### src/rtl/ntr_pkg.sv
// ntr_pkg: opcode constants and FSM state encoding shared by the command engine.
package ntr_pkg;

    localparam logic [7:0] OP_LED  = 8'hFF;   // LED write, responds with 1
    localparam logic [7:0] OP_FIFO = 8'h22;   // FIFO read with empty flag
    localparam logic [7:0] OP_ID   = 8'h90;   // chip ID
    localparam logic [7:0] OP_ONES = 8'h9F;   // all-ones word
    localparam logic [7:0] OP_STAT = 8'h3C;   // command statistics

    typedef enum logic [1:0] {
        ST_IDLE    = 2'd0,
        ST_DECODE  = 2'd1,
        ST_RESPOND = 2'd2,
        ST_HOLD    = 2'd3
    } state_t;

endpackage

### src/rtl/ntr_word_build.sv
// ntr_word_build: combinational opcode-to-response-word mapping.
// Optional feature macro: NTR_CMD_STATS_EN (enables the statistics opcode word).
module ntr_word_build
    import ntr_pkg::*;
#(
    parameter int          WORD_W  = 32,
    parameter int          FIFO_W  = 8,
    parameter logic [31:0] CHIP_ID = 32'h807F01E0
) (
    input  logic [7:0]        opcode,
    input  logic [FIFO_W-1:0] fifo_data,
    input  logic              fifo_empty,
    input  logic [15:0]       stat_count,
    output logic [WORD_W-1:0] word
);

    localparam logic [WORD_W-1:0] ID_WORD = WORD_W'(CHIP_ID);

    // FIFO data is masked when empty so stale head bytes never leak out
    logic [FIFO_W-1:0] fifo_byte;
    logic [24:0]       empty_flag;

    assign fifo_byte  = fifo_empty ? '0 : fifo_data;
    assign empty_flag = {fifo_empty, 24'd0};

    // select the response word for the current opcode
    always_comb begin
        word = '0;
        case (opcode)
            OP_LED:  word = WORD_W'(1);
            OP_FIFO: word = WORD_W'(empty_flag) | WORD_W'(fifo_byte);
            OP_ID:   word = ID_WORD;
            OP_ONES: word = '1;
`ifdef NTR_CMD_STATS_EN
            OP_STAT: word = WORD_W'(stat_count);
`endif
            default: word = '0;
        endcase
    end

`ifndef NTR_CMD_STATS_EN
    logic unused_stat;
    assign unused_stat = &{1'b0, stat_count};
`endif

endmodule

### src/rtl/ntr_cmd_engine.sv
// ntr_cmd_engine: sequences decoded commands into bursts of response words,
// pops the FIFO for FIFO-read opcodes and drives the LED register.
// Optional feature macro: NTR_CMD_STATS_EN (saturating command counter).
module ntr_cmd_engine
    import ntr_pkg::*;
#(
    parameter int          WORD_W    = 32,
    parameter int          FIFO_W    = 8,
    parameter int          BURST_MAX = 4,
    parameter logic [31:0] CHIP_ID   = 32'h807F01E0
) (
    input  logic              clk,
    input  logic              reset,
    input  logic [63:0]       cmd,
    input  logic              cmd_ready,
    input  logic              word_req,
    output logic [WORD_W-1:0] data_word,
    output logic              word_valid,
    input  logic [FIFO_W-1:0] fifo_data,
    input  logic              fifo_empty,
    output logic              fifo_rd_en,
    output logic              led,
    output logic              busy,
    output logic [15:0]       cmd_count
);

    localparam logic [8:0] BURST_LIM = 9'(BURST_MAX);

    state_t            state_reg, state_next;
    logic [7:0]        opcode_reg;
    logic [8:0]        remaining_reg;
    logic [WORD_W-1:0] data_word_reg;
    logic              word_valid_reg;
    logic              led_reg;

    logic              load_first;
    logic              load_next;
    logic              go_idle;
    logic [7:0]        opcode_sel;
    logic [8:0]        len_req;
    logic [8:0]        rem_init;
    logic [15:0]       stat_sel;
    logic [WORD_W-1:0] word_built;

    // requested length is cmd[15:8]+1, clipped to the burst limit
    assign len_req  = {1'b0, cmd[15:8]} + 9'd1;
    assign rem_init = (len_req > BURST_LIM) ? BURST_LIM : len_req;

    // in DECODE the opcode is not latched yet, so take it straight from cmd
    assign opcode_sel = (state_reg == ST_DECODE) ? cmd[7:0] : opcode_reg;

    // state register
    always_ff @(posedge clk or posedge reset) begin
        if (reset) state_reg <= ST_IDLE;
        else       state_reg <= state_next;
    end

    // next-state logic; a dropped cmd_ready wins over any word request
    always_comb begin
        state_next = state_reg;
        load_first = 1'b0;
        load_next  = 1'b0;
        go_idle    = 1'b0;
        case (state_reg)
            ST_IDLE: begin
                if (cmd_ready) state_next = ST_DECODE;
            end
            ST_DECODE: begin
                if (!cmd_ready) begin
                    state_next = ST_IDLE;
                    go_idle    = 1'b1;
                end else begin
                    state_next = ST_RESPOND;
                    load_first = 1'b1;
                end
            end
            ST_RESPOND: begin
                if (!cmd_ready) begin
                    state_next = ST_IDLE;
                    go_idle    = 1'b1;
                end else if (word_req) begin
                    if (remaining_reg > 9'd1) load_next  = 1'b1;
                    else                      state_next = ST_HOLD;
                end
            end
            ST_HOLD: begin
                if (!cmd_ready) begin
                    state_next = ST_IDLE;
                    go_idle    = 1'b1;
                end
            end
            default: state_next = ST_IDLE;
        endcase
    end

    // pop strobe coincides with the edge that captures a FIFO word
    assign fifo_rd_en = (load_first || load_next) && (opcode_sel == OP_FIFO) && !fifo_empty;

    // response word, burst length and LED registers
    always_ff @(posedge clk or posedge reset) begin
        if (reset) begin
            opcode_reg     <= '0;
            remaining_reg  <= '0;
            data_word_reg  <= '0;
            word_valid_reg <= 1'b0;
            led_reg        <= 1'b0;
        end else if (load_first) begin
            opcode_reg     <= cmd[7:0];
            remaining_reg  <= rem_init;
            data_word_reg  <= word_built;
            word_valid_reg <= 1'b1;
            if (cmd[7:0] == OP_LED) led_reg <= cmd[56];
        end else if (load_next) begin
            remaining_reg <= remaining_reg - 9'd1;
            data_word_reg <= word_built;
        end else if (go_idle) begin
            data_word_reg  <= '0;
            word_valid_reg <= 1'b0;
        end
    end

`ifdef NTR_CMD_STATS_EN
    logic [15:0] count_reg;
    logic [15:0] count_inc;

    assign count_inc = (count_reg == 16'hFFFF) ? count_reg : count_reg + 16'd1;

    // count every command that reaches DECODE, saturating at all ones
    always_ff @(posedge clk or posedge reset) begin
        if (reset)                        count_reg <= '0;
        else if (state_reg == ST_DECODE)  count_reg <= count_inc;
    end

    // the statistics word includes the command being decoded
    assign stat_sel  = (state_reg == ST_DECODE) ? count_inc : count_reg;
    assign cmd_count = count_reg;
`else
    assign stat_sel  = '0;
    assign cmd_count = '0;
`endif

    ntr_word_build #(
        .WORD_W  (WORD_W),
        .FIFO_W  (FIFO_W),
        .CHIP_ID (CHIP_ID)
    ) u_word_build (
        .opcode     (opcode_sel),
        .fifo_data  (fifo_data),
        .fifo_empty (fifo_empty),
        .stat_count (stat_sel),
        .word       (word_built)
    );

    assign data_word  = data_word_reg;
    assign word_valid = word_valid_reg;
    assign led        = led_reg;
    assign busy       = (state_reg != ST_IDLE);

    logic unused_cmd;
    assign unused_cmd = &{1'b0, cmd[63:57], cmd[55:16]};

endmodule

### config.mk
export PLATFORM = sky130hd
export DESIGN_NAME = ntr_cmd_engine
export DESIGN_NICKNAME = d
export VERILOG_FILES = /design/src/rtl/ntr_pkg.sv /design/src/rtl/ntr_word_build.sv /design/src/rtl/ntr_cmd_engine.sv
export SDC_FILE = /design/constraint.sdc
export NUM_CORES = 1
export LEC_CHECK = 0
export BUFFER_PORTS_ARGS = -buffer_cell sky130_fd_sc_hd__buf_2
export CORE_ASPECT_RATIO = 0.75
export CORE_MARGIN = 2
export CORE_UTILIZATION = 45
export CTS_BUF_LIST = sky130_fd_sc_hd__clkbuf_8
export DETAILED_ROUTE_END_ITERATION = 16
export HOLD_SLACK_MARGIN = 0.05
export PLACE_DENSITY = 0.79
export SYNTH_ARGS = -nofsm -noshare
export SYNTH_HDL_FRONTEND = slang
export SYNTH_HIERARCHICAL = 1
export SYNTH_SLANG_ARGS = --single-unit
### constraint.sdc
create_clock -name clk -period 2.8 [get_ports clk]
set_input_delay 0 -clock clk [delete_from_list [all_inputs] [get_ports clk]]
set_output_delay 0 -clock clk [all_outputs]
set_load 0.02 [all_outputs]
-- Word-level counts from Yosys, hierarchy flattened
Index checks and enable logic that the tools add are counted.
- output and inout port bits: 52
- RAM bits: 0
- bits of input ports: 77
- memories kept: 0
- bits in latches: 0
- register bits: 53
- ROM bits: 0
- multipliers: 0
- reductions and logical operators: 13
- div/mod/pow operators: 0
- eq/ne operators: 13
- muxes and demuxes: 27
- bitwise gates (word level): 1
- add/sub/neg operators: 2
- shift operators: 0
- magnitude comparators: 2
- operators with widths (cell ; number):
    $pmux 32 s4 ; 1
    $mux 32 ; 3
    $eq 8x8->1 const B ; 4
    $mux 9 ; 3
    $or 25x8->25 ; 1
    $mux 8 ; 2
    $mux 2 ; 6
    $mux 1 ; 11
    $add 8x1->9 const B ; 1
    $gt 9x1->1 const B ; 1
    $gt 9x3->1 const B ; 1
    $sub 9x1->9 const B ; 1
    $eq 8x6->1 const B ; 1
    $pmux 2 s4 ; 1
    $ne 2x2->1 const B ; 3
    $ne 3x3->1 const B ; 2
    $reduce_bool 2->1 ; 3
    $eq 2x2->1 const B ; 2
    $reduce_and 2->1 ; 2
    $reduce_and 4->1 ; 1
    $reduce_bool 3->1 ; 1
    $reduce_or 3->1 ; 1
    $eq 2x1->1 const B ; 1
    $logic_and 1x1->1 ; 2
    3 further kinds ; 3

-- Longest topological paths before layout
- word-level depth: 8
- gate-level depth with buffers: 9
- mapped depth without buffers: 7

-- Cells and area by module
Netlist, hierarchy kept.
- by module, submodules not included (module ; cells an instance ; area an instance (um^2) ; instances):
    ntr_cmd_engine ; 255 ; 2660.1 ; 1
    ntr_word_build ; 51 ; 321.6 ; 1

-- Least setup slack after synthesis
No wires, ideal clock.
- path kind: flip-flop to flip-flop
- start: register state_reg[1]
- end: register data_word_reg[16] (netlist: data_word[16])
- library setup time: 66 ps
- cell stages (with the launch flop): 10
- path slack: 84 ps
- arrival time: 2650 ps
- path buffers: 3
- data required time: 2734 ps
- cells stage by stage: dfrtp_1 -> nor2b_1 -> buf_2 -> buf_2 -> mux2_2 -> or4_1 -> a2111o_1 -> inv_1 -> buf_4 -> a22o_1
- cells in the longest elaborated chain, start to end: 6
- RTL lines (element ; line ; RTL):
    start: declaration ; ntr_cmd_engine.sv:29 ; state_t state_reg, state_next;
    start signal: assignment ; ntr_cmd_engine.sv:55 ; else state_reg <= state_next;
    $eq 2x1->1 (*) ; ntr_cmd_engine.sv:50 ; assign opcode_sel = (state_reg == ST_DECODE) ? cmd[7:0] : opcode_reg;
    $mux 8 (*) ; ntr_cmd_engine.sv:50 ;
    via opcode_sel[0] ; ntr_cmd_engine.sv:39 ; logic [7:0] opcode_sel;
    $eq 8x8->1 / $eq 8x6->1 (equally long branches) ; ntr_word_build.sv:29 ; case (opcode)
    $pmux 32 s4 (*) ; ntr_word_build.sv:29 ;
    via word_built[16] ; ntr_cmd_engine.sv:43 ; logic [WORD_W-1:0] word_built;
    $mux 32 ; ntr_cmd_engine.sv:113 ; end else if (load_next) begin
    $mux 32 (*) ; ntr_cmd_engine.sv:107 ; end else if (load_first) begin
    end signal: assignment ; ntr_cmd_engine.sv:110 ; data_word_reg <= word_built;
    end signal: assignment ; ntr_cmd_engine.sv:115 ; data_word_reg <= word_built;
    end: declaration ; ntr_cmd_engine.sv:32 ; logic [WORD_W-1:0] data_word_reg;
Mark *: on every way through the listed nets, which the timed path passes. The rest lies on a longest branch.
A chain may end at the register's enable or synchronous reset.

-- Worst setup path after layout
- start: register state_reg[0]
- end: register data_word_reg[18] (netlist: data_word[18])
- cells in the longest elaborated chain, start to end: 6
- RTL lines (element ; line):
    $eq 2x1->1 (*) ; ntr_cmd_engine.sv:50
    $mux 8 (*) ; ntr_cmd_engine.sv:50
    via opcode_sel[1] ; ntr_cmd_engine.sv:39
    $eq 8x8->1 / $eq 8x6->1 (equally long branches) ; ntr_word_build.sv:29
    $pmux 32 s4 (*) ; ntr_word_build.sv:29
    $mux 32 ; ntr_cmd_engine.sv:113
    $mux 32 (*) ; ntr_cmd_engine.sv:107
Marks and branches as above.

==> Flow_metrics.wiki <==
{| class="wikitable"
! Metric !! Value
|-
| Cell types occupying the most area after synthesis || dfrtp_1, a22o_1, buf_4
|-
| DR DRC count || 0
|-
| Hold depth || 4
|-
| # port buffers || 65
|-
| Leading register cell type out of synthesis || dfrtp_1
|-
| Fraction of the yosys area taken by sequential cells || 0.445
|-
| Area of the die || 0.00730 mm2
|-
| First-pass GRT wire length || 10800 um
|-
| Drt wl/cell || ~15 um
|-
| Maximum Capacitance Violations || 0
|-
| Clock latency of the later-clocked register in the worst-skew pair || 0.31 ns
|-
| Kind of launch point of the worst setup path || flip-flop
|-
| Post-synthesis cell count || 306
|-
| CP max FO || 9
|-
| Worst setup EP type || flip-flop
|-
| Fraction of final layout cells with drive strength greater than 1 || 0.265
|-
| Cell type with the largest total area after synthesis || dfrtp_1
|-
| Largest net degree at the start of global routing || 54
|-
| Clock skew || 0.0147 ns
|-
| Clock transition at the registers of the reported paths || 0.10 ns
|-
| Height of the die || around 74 um
|-
| Vias per Instance || 5.30
|-
| All-layer global routing usage || 0.184
|-
| Number of failing setup endpoints in the final timing report || 0
|-
| Number of max-slew violations in the final report || 0
|-
| Largest delay contributor family on the critical path || simple AND/OR/NAND/NOR gates
|-
| Number of sinks on the clock net || 53
|-
| Routability congestion estimate || 0.871
|-
| Worst R2R Path Depth || 7
|-
| Relative slew margins || 0.269
|-
| Worst-case vdd ir drop || 0.297 mV
|-
| Level count of the clock H-tree || 2
|-
| Min cycle time layout || around 2.6 ns
|-
| Syn-to-layout area delta || 14.6%
|-
| Number of warnings printed during yosys synthesis || 6
|-
| Slowest-stage cell, CP || or4_1
|-
| Ordered list of cells on the worst path || nor2b_1, buf_4, mux2_2, or4_1, a2111o_1, inv_1, a22o_1
|-
| Clock tree from TritonCTS || built
|-
| Worst-Margin Slew || 1.09 ns
|-
| HP Class || input port to flip-flop
|-
| Start-to-end type of the worst setup path || flip-flop to flip-flop
|-
| Setup tns final || 0 ns
|-
| Synth cell types || 44
|-
| Buffers inserted by post-CTS timing repair || 0
|-
| Post-synth ARST share || 1.00
|-
| Commonest cells after routing, fill and taps aside || buf_2, dfrtp_1, nand2_1, a22o_1, o21ai_0
|-
| Outcome || finished clean
|-
| Die outline width || 98.0 um
|-
| Post-placement setup slack || 0.230 ns
|-
| Placed wire-length estimate after detailed placement || between 4000 and 5000 um
|-
| Via count of the first global-routing pass || around 2.3k
|-
| Most frequent standard cell in the layout excluding fill and tap cells || buf_2
|-
| Final Cell Area || roughly 0.0034 mm2
|-
| Site Rows || 25
|-
| Post-DP Area || 0.00317 mm2
|-
| Pleak || 0.00177 uW
|-
| Critical path depth || 7
|-
| # IOs || 129
|-
| Number of antenna violations at the first check in global routing || 0
|-
| Aggregate routed wire length || 6520 um
|-
| Worst R2R Setup Slack || between 0.15 and 0.2 ns
|-
| Library cell used as clock root buffer || clkbuf_8
|-
| Nets || approximately 450
|-
| Post-DRT Antenna Nets || 0
|-
| Number of vias in the routed layout || 2368
|-
| Period Utilization, post-route || 0.939
|-
| Synthesized area divided by synthesized cell count || 9.74 um2
|-
| Post-synthesis instance area || 0.00298 mm2
|-
| Number of iterations in the first detailed-routing pass || 4
|-
| Stage delay of the slowest cell on the critical path || 0.52 ns
|-
| Setup repair after global routing missed its margin || false
|-
| Area of the core || 0.00635 mm2
|-
| Highest achievable clock rate || 0.380 GHz
|-
| Worst setup margin || 0.171 ns
|-
| Initial cell density of the core || 0.470
|-
| Fin. Hold Viols || 0
|-
| Power Density || 576 mW/mm2
|-
| Critical Path AT || about 2.9 ns
|-
| Overall overflow remaining after global route || 0
|-
| Clk buf depth || 2
|-
| Number of CTS-inserted buffers || 5
|-
| Area share of the largest cell type after synthesis || 0.445
|-
| Data required time at the worst endpoint || between 3 and 4 ns
|-
| N_diodes || 0
|-
| Post-synthesis sequential element count || 53
|-
| Count of buffer and inverter cells on the critical path || 2
|-
| Flip-flop count of the largest register after layout || 32
|-
| Number of flops mapped to enable cells by yosys || 0
|-
| Initial detailed-routing violation count || 149
|}
where the power goes:
part	internal (uW)	leakage [uW]	switching [uW]
registers	843	0.000715	71.8
clock network	265	0.0000595	247
logic	213	0.000998	329
cells by family (layout without fill, tap and decap cells):
| group | Yosys count | count (layout) | synth area share |
|---|---|---|---|
| multiplexers | 9 | 9 | 0.0340 |
| adder cells (fa/ha/maj) | 4 | 4 | 0.0168 |
| AND/OR/NAND/NOR | 98 | 98 | 0.169 |
| XOR/XNOR | 6 | 6 | 0.0176 |
| buffers and inverters | 64 | 109 | 0.137 |
| other | 1 | 16 | 0.00126 |
| AO/OA/AOI/OAI | 71 | 71 | 0.179 |
| flip-flops | 53 | 53 | 0.445 |
routing by layer:
layer / vias to the layer above / global-route usage / part of all wire
li1: 1140 / - / -
met1: 1147 / 0.254 / 0.47
met2: 75 / 0.298 / 0.46
met3: 6 / 0.0432 / 0.057
met4: 0 / 0.0478 / 0.0075
met5: - / 0 / 0
synth_stat cells, types with 2 or more instances:
cell      instances
dfrtp_1          53
buf_4            37
nand2_1          36
a22o_1           32
o21ai_0          17
inv_1            16
nor2_1           16
nor3_1           10
mux2_2            9
a21oi_1           8
nand3_1           7
nand4_1           7
buf_2             6
xor2_1            6
ha_1              4
and2_1            3
buf_6             3
nand2b_1          3
clkbuf_1          2
nand4b_1          2
nor2b_1           2
nor4_1            2
nor4b_1           2
o31a_1            2
or4_1             2
what timing repair did:
| action | 4_1_cts | 5_1_grt |
|---|---|---|
| gates resized for setup | 0 | 1 |
| hold endpoints to repair | 64 | 0 |
| endpoints found under the setup margin | 0 | 1 |
| hold buffers | 13 | 0 |
final cells by class:
class,count,area (um2)
timing repair buffer,85,508
multi-input combinational,204,1310
clock buffer,5,68.8
clock inverter,3,42.5
tap,81,101
inverter,16,63.8
sequential,53,1330
fill,592,2930
through the flow:
| step | utilization | cells | hold slack (ns) | total power (uW) |
|---|---|---|---|---|
| final | 0.538 | 447 | 0.0764 | 1970 |
| after global routing | 0.538 | 447 | 0.0616 | 2100 |
| after CTS | 0.538 | 447 | 0.0623 | 1980 |
| after detailed placement | 0.500 | 426 | 0.235 | 1450 |
| after global placement | 0.500 | 426 | 0.226 | 1430 |
| after floorplan | - | 321 | 0.105 | 1340 |
worst paths after layout:
path / to / from
min in group asynchronous: data_word[8] / reset
min: data_word[0] / fifo_data[0]
max in group asynchronous: led / reset
max reg2reg: data_word[18] / state_reg[0]
min reg2reg: opcode_reg[1] / opcode_reg[1]
max: data_word[18] / state_reg[0]
worst min-delay path, cell delays in order:
cell and delay, ns:
buf_2 0.07, inv_1 0.04, o32ai_1 0.11, a22o_1 0.14
(Power assumes the default switching activity.)
